[config.mk]
export PLATFORM = sky130hd
export DESIGN_NAME = reset_hold_ctrl
export DESIGN_NICKNAME = d
export VERILOG_FILES = /design/src/rtl/blackjack_pkg.sv /design/src/rtl/tick_gen.sv /design/src/rtl/reset_hold_ctrl.sv
export SDC_FILE = /design/constraint.sdc
export NUM_CORES = 1
export LEC_CHECK = 0
export ABC_CLOCK_PERIOD_IN_PS = 3720
export CORE_ASPECT_RATIO = 1.5
export CORE_MARGIN = 5
export CORE_UTILIZATION = 50
export CTS_BUF_LIST = sky130_fd_sc_hd__clkbuf_8
export DETAILED_ROUTE_END_ITERATION = 10
export GPL_TIMING_DRIVEN = 0
export PLACE_DENSITY = 0.77
export SLEW_MARGIN = 20
export SYNTH_ARGS = -nofsm -noshare
export SYNTH_HDL_FRONTEND = slang
export SYNTH_SLANG_ARGS = --single-unit
[constraint.sdc]
create_clock -name clk_50M -period 3.72 [get_ports clk_50M]
set_input_delay 0.558 -clock clk_50M [delete_from_list [all_inputs] [get_ports clk_50M]]
set_output_delay 0.558 -clock clk_50M [all_outputs]
set_load 0.02 [all_outputs]
[src/rtl/blackjack_pkg.sv]
// blackjack_pkg: shared clocking constants and FSM state types for the BlackJack game blocks.
package blackjack_pkg;
    localparam int CLK_HZ   = 50_000_000;
    localparam int TICK_HZ  = 2000;
    localparam int TICK_DIV = CLK_HZ / TICK_HZ;
    typedef enum logic [1:0] {
        S_IDLE,
        S_HOLD,
        S_FIRE,
        S_WAIT_REL
    } hold_state_t;
endpackage

[src/rtl/tick_gen.sv]
// tick_gen: free-running prescaler producing a one-cycle registered enable every DIV cycles, with sync clear.
module tick_gen #(
    parameter int DIV = 4
) (
    input  logic clk_50M,
    input  logic i_Reset,
    input  logic i_Clear,
    output logic o_Tick
);
    localparam int PW = $clog2(DIV);
    localparam logic [PW-1:0] LAST     = PW'(DIV - 1);
    localparam logic [PW-1:0] PRE_LAST = PW'(DIV - 2);
    logic [PW-1:0] r_pre;
    logic          r_tick;
    if (DIV < 2) begin : g_bad_div
        $error("tick_gen: DIV must be at least 2");
    end
    // The tick is registered one count early so it is high exactly while r_pre == LAST.
    always_ff @(posedge clk_50M) begin
        if (i_Reset || i_Clear) begin
            r_pre  <= '0;
            r_tick <= 1'b0;
        end else begin
            r_pre  <= (r_pre == LAST) ? '0 : r_pre + 1'b1;
            r_tick <= (r_pre == PRE_LAST);
        end
    end
    assign o_Tick = r_tick;
endmodule

[src/rtl/reset_hold_ctrl.sv]
// reset_hold_ctrl: times a held reset button on a tick enable, fires one pulse after the hold, latches a shuffle seed.
module reset_hold_ctrl
    import blackjack_pkg::*;
#(
    parameter int WIDTH      = 12,
    parameter int TICK_DIV   = blackjack_pkg::TICK_DIV,
    parameter int HOLD_TICKS = 4000
) (
    input  logic             clk_50M,
    input  logic             i_Reset,
    input  logic             i_Btn,
    output logic             o_Tick,
    output logic             o_Holding,
    output logic [WIDTH-1:0] o_Count,
    output logic             o_TwoSec,
    output logic [WIDTH-1:0] o_Seed
);
    localparam logic [WIDTH-1:0] CNT_LAST = WIDTH'(HOLD_TICKS - 1);
    hold_state_t      r_state;
    logic [WIDTH-1:0] r_fast;
    logic [WIDTH-1:0] r_count;
    logic [WIDTH-1:0] r_seed;
    logic             r_hold;
    logic             r_two;
    logic             w_tick;
    logic             w_press;
    logic             w_done;
    if (HOLD_TICKS < 1 || longint'(HOLD_TICKS) > (64'sd1 <<< WIDTH)) begin : g_bad_hold
        $error("reset_hold_ctrl: HOLD_TICKS must be in 1..2**WIDTH");
    end
    assign w_press = (r_state == S_IDLE) && i_Btn;
    assign w_done  = w_tick && (r_count == CNT_LAST);
    // Clearing on the press edge makes the first tick land exactly TICK_DIV cycles into the hold.
    tick_gen #(
        .DIV(TICK_DIV)
    ) u_tick (
        .clk_50M(clk_50M),
        .i_Reset(i_Reset),
        .i_Clear(w_press),
        .o_Tick (w_tick)
    );
    always_ff @(posedge clk_50M) begin
        if (i_Reset) begin
            r_state <= S_IDLE;
            r_fast  <= '0;
            r_count <= '0;
            r_seed  <= '0;
            r_hold  <= 1'b0;
            r_two   <= 1'b0;
        end else begin
            r_fast <= r_fast + 1'b1;
            r_hold <= 1'b0;
            r_two  <= 1'b0;
            case (r_state)
                S_IDLE: begin
                    if (i_Btn) begin
                        r_state <= S_HOLD;
                        r_seed  <= r_fast;
                        r_count <= '0;
                        r_hold  <= 1'b1;
                    end
                end
                S_HOLD: begin
                    // A release wins over a coincident final tick, so short holds never fire.
                    if (!i_Btn) begin
                        r_state <= S_IDLE;
                        r_count <= '0;
                    end else if (w_done) begin
                        r_state <= S_FIRE;
                        r_two   <= 1'b1;
                    end else begin
                        r_hold <= 1'b1;
                        if (w_tick) r_count <= r_count + 1'b1;
                    end
                end
                S_FIRE: r_state <= S_WAIT_REL;
                S_WAIT_REL: begin
                    if (!i_Btn) begin
                        r_state <= S_IDLE;
                        r_count <= '0;
                    end
                end
                default: r_state <= S_IDLE;
            endcase
        end
    end
    assign o_Tick    = w_tick;
    assign o_Holding = r_hold;
    assign o_Count   = r_count;
    assign o_TwoSec  = r_two;
    assign o_Seed    = r_seed;
endmodule

==> flow_metrics.tcl <==
set metrics [dict create \
    crit_fanout 10 \
    cts_hold_buffers 0 \
    grt_max_degree 18 \
    dp_hpwl_um 3677 \
    rows 31 \
    drc 0 \
    irDropWorstVdd_uv 299.7 \
    tightest_slew_ps 994.9 \
    place.gp.congestion 0.7785 \
    skew_ps 3.251 \
    syn_area_per_cell_um2 9.120 \
    rsz0062_at_grt "no" \
    synth_mux_area_frac 0.06504 \
    synth_xor_area_frac 0.07825 \
    h-tree-depth 2 \
    cp_data_arrival_time_ps 2430 \
    port_buffers 28 \
    yosys_warnings 0 \
    ys.flop_type "dfxtp_1" \
    power_density_mw_per_mm2 360.3 \
    cts_tree "done" \
    cts_made_buffers 5 \
    diodes 0 \
    period_share 0.5878 \
    place_inst 364 \
    cts-root-buf "clkbuf_8" \
    grt_overflow 0 \
    antenna_found_initial 0 \
    die-height_um 95.95 \
    path_clk_slew_ps 100 \
    die_area_mm2 0.006457 \
    stdcell_count 372 \
    syn_area_mm2 0.002462 \
    wire_per_inst_um 13.37 \
    synth_edf_count 0 \
    critPathMaxStageDelay_ps 820 \
    cts_setup_buffers 0 \
    area_growth_pct 19.26 \
    clock.fmax_mhz 457.3 \
    slew_viol_final 0 \
    syn-instance-count 270 \
    cp_cell_sequence "clkdlybuf4s50_1 -> nor3b_2 -> nor3_1 -> nand2_1 -> mux2i_1" \
    final.setup.tns_ps 0 \
    maxSlewHeadroom 0.3316 \
    place_ws_ps 1192 \
    grt_pass1_wl_um 8680 \
    cp-end-kind "flop" \
    vias 2028 \
    synth_fa_ha_area_frac 0.02033 \
    ys_async_sr_fraction 0 \
    drt_iter0_drc 171 \
    core_mm2 0.004810 \
    fillers 445 \
    period_needed_ps 2187 \
    final_util 0.6106 \
    wl_um 4975 \
    synth_compound_area_frac 0.07012 \
    first_pass_iters 4 \
    initial_core_util 0.5120 \
    cts_resized 0 \
    clockBufferDepth 2 \
    first_global_vias 1899 \
    synth-seq-cells 56 \
    synth_fp_nets 277 \
    clk_latency_ps 310 \
    layout.nets 312 \
    layout_common_cells "dfxtp_1, nor2_1, clkdlybuf4s50_1, nand2_1, mux2i_1" \
    dieWidth_um 67.30 \
    outcome "completed" \
    drive_above_1_share 0.04902 \
    ys_seq_area_frac 0.4553 \
    drv_cap 0 \
    synthDistinctLibCells 41 \
    p_total_mw 1.058 \
    final_common_cell "dfxtp_1" \
    crit_slowest_cell "nor3_1" \
    grt_util_all_layers 0.1717 \
    ios 30 \
    hold_path_class "flop to flop" \
    crit_type "primary input to flop" \
    antenna_left 0 \
    cp.required_ps 3960 \
    p_leak_nw 0.9798 \
    synth_top_family_by_area "simple AND/OR/NAND/NOR gates" \
    hold_viol 0 \
    clock_sinks 56 \
    viasPerCell 5.452 \
    setup_violations 0 \
    setup_ws_ps 1533 \
    start_kind "primary input" \
    synthSimpleGateAreaFrac 0.2856 \
]
==> through the flow <==
stage               hold slack [ps]  cell area [um2]
CTS                           500.6             2937
global route                  539.8             2937
global placement              456.4             2825
floorplan                     440.8             2462
finish                        492.3             2937
detailed placement            478.2             2825
==> power breakdown <==
part	switching, mW	leakage, nW	total, mW	internal [mW]
Combinational	0.0313	0.473	0.0515	0.0202
Clock	0.193	0.0541	0.393	0.199
Sequential	0.00788	0.453	0.614	0.606
==> layout make-up <==
cell class                      instances  area, um2  area share
Timing Repair Buffer                   28      280.3     0.09544
Sequential cell                        56       1121      0.3818
Clock inverter                          3      42.54     0.01449
Tap cell                               66      82.58     0.02812
Inverter                                8      30.03     0.01023
Buffer                                  7      32.53     0.01108
Multi-Input combinational cell        199       1279      0.4355
Clock buffer                            5      68.82     0.02343
==> sequential cells by signal, indices dropped and copies added, names as in the netlist, named ones only <==
name           count
o_TwoSec           1
r_state            1
u_tick.o_Tick      1
o_Count           12
o_Holding          1
r_fast            12
o_Seed            12
u_tick.r_pre      15
==> worst paths after layout <==
check             startpoint          end  slack [ps]  cells past startpoint
setup / recovery       i_Btn   o_Count[8]        1530                      5
setup reg to reg  o_Count[0]  o_Count[10]        1720                      6
hold reg to reg    r_fast[0]    r_fast[0]         490                      1
hold / removal     r_fast[0]    r_fast[0]         490                      1
==> synthesized netlist by cell type (all sizes together) (4+ instances only) <==
cell type | number | area (um2)
nand2b | 4 | 25.02
xnor2 | 14 | 122.6
nand2 | 19 | 71.32
and4 | 8 | 70.07
nand3 | 12 | 60.06
clkbuf | 4 | 15.01
dfxtp | 56 | 1121
or4 | 5 | 37.54
inv | 8 | 30.03
xor2 | 8 | 70.07
nor3 | 10 | 50.05
nor4 | 7 | 50.05
nand4 | 8 | 50.05
nor2 | 46 | 172.7
mux2i | 16 | 160.2
ha | 4 | 50.05
==> worst max-delay path, delay by kind of cell <==
family / cells / cell delay, ps
buffers and inverters: 1 / 500
multiplexers: 1 / 170
AND/OR/NAND/NOR: 3 / 1200
==> routing by layer <==
metal,part of all wire,up-vias,track usage
li1,-,1027,-
met1,0.43,951,0.1949
met2,0.51,41,0.3027
met3,0.036,9,0.03621
met4,0.028,0,0.07614
met5,0,-,0
==> cells by family (layout without fill, tap and decap cells) <==
logic type,Yosys count,count (layout)
fa+ha+maj,4,4
compound gates,23,23
flops,56,56
xor+xnor,22,22
buf+inv,15,51
mux,16,16
simple gates,134,134
No activity file was read; power rests on OpenSTA's default activity.
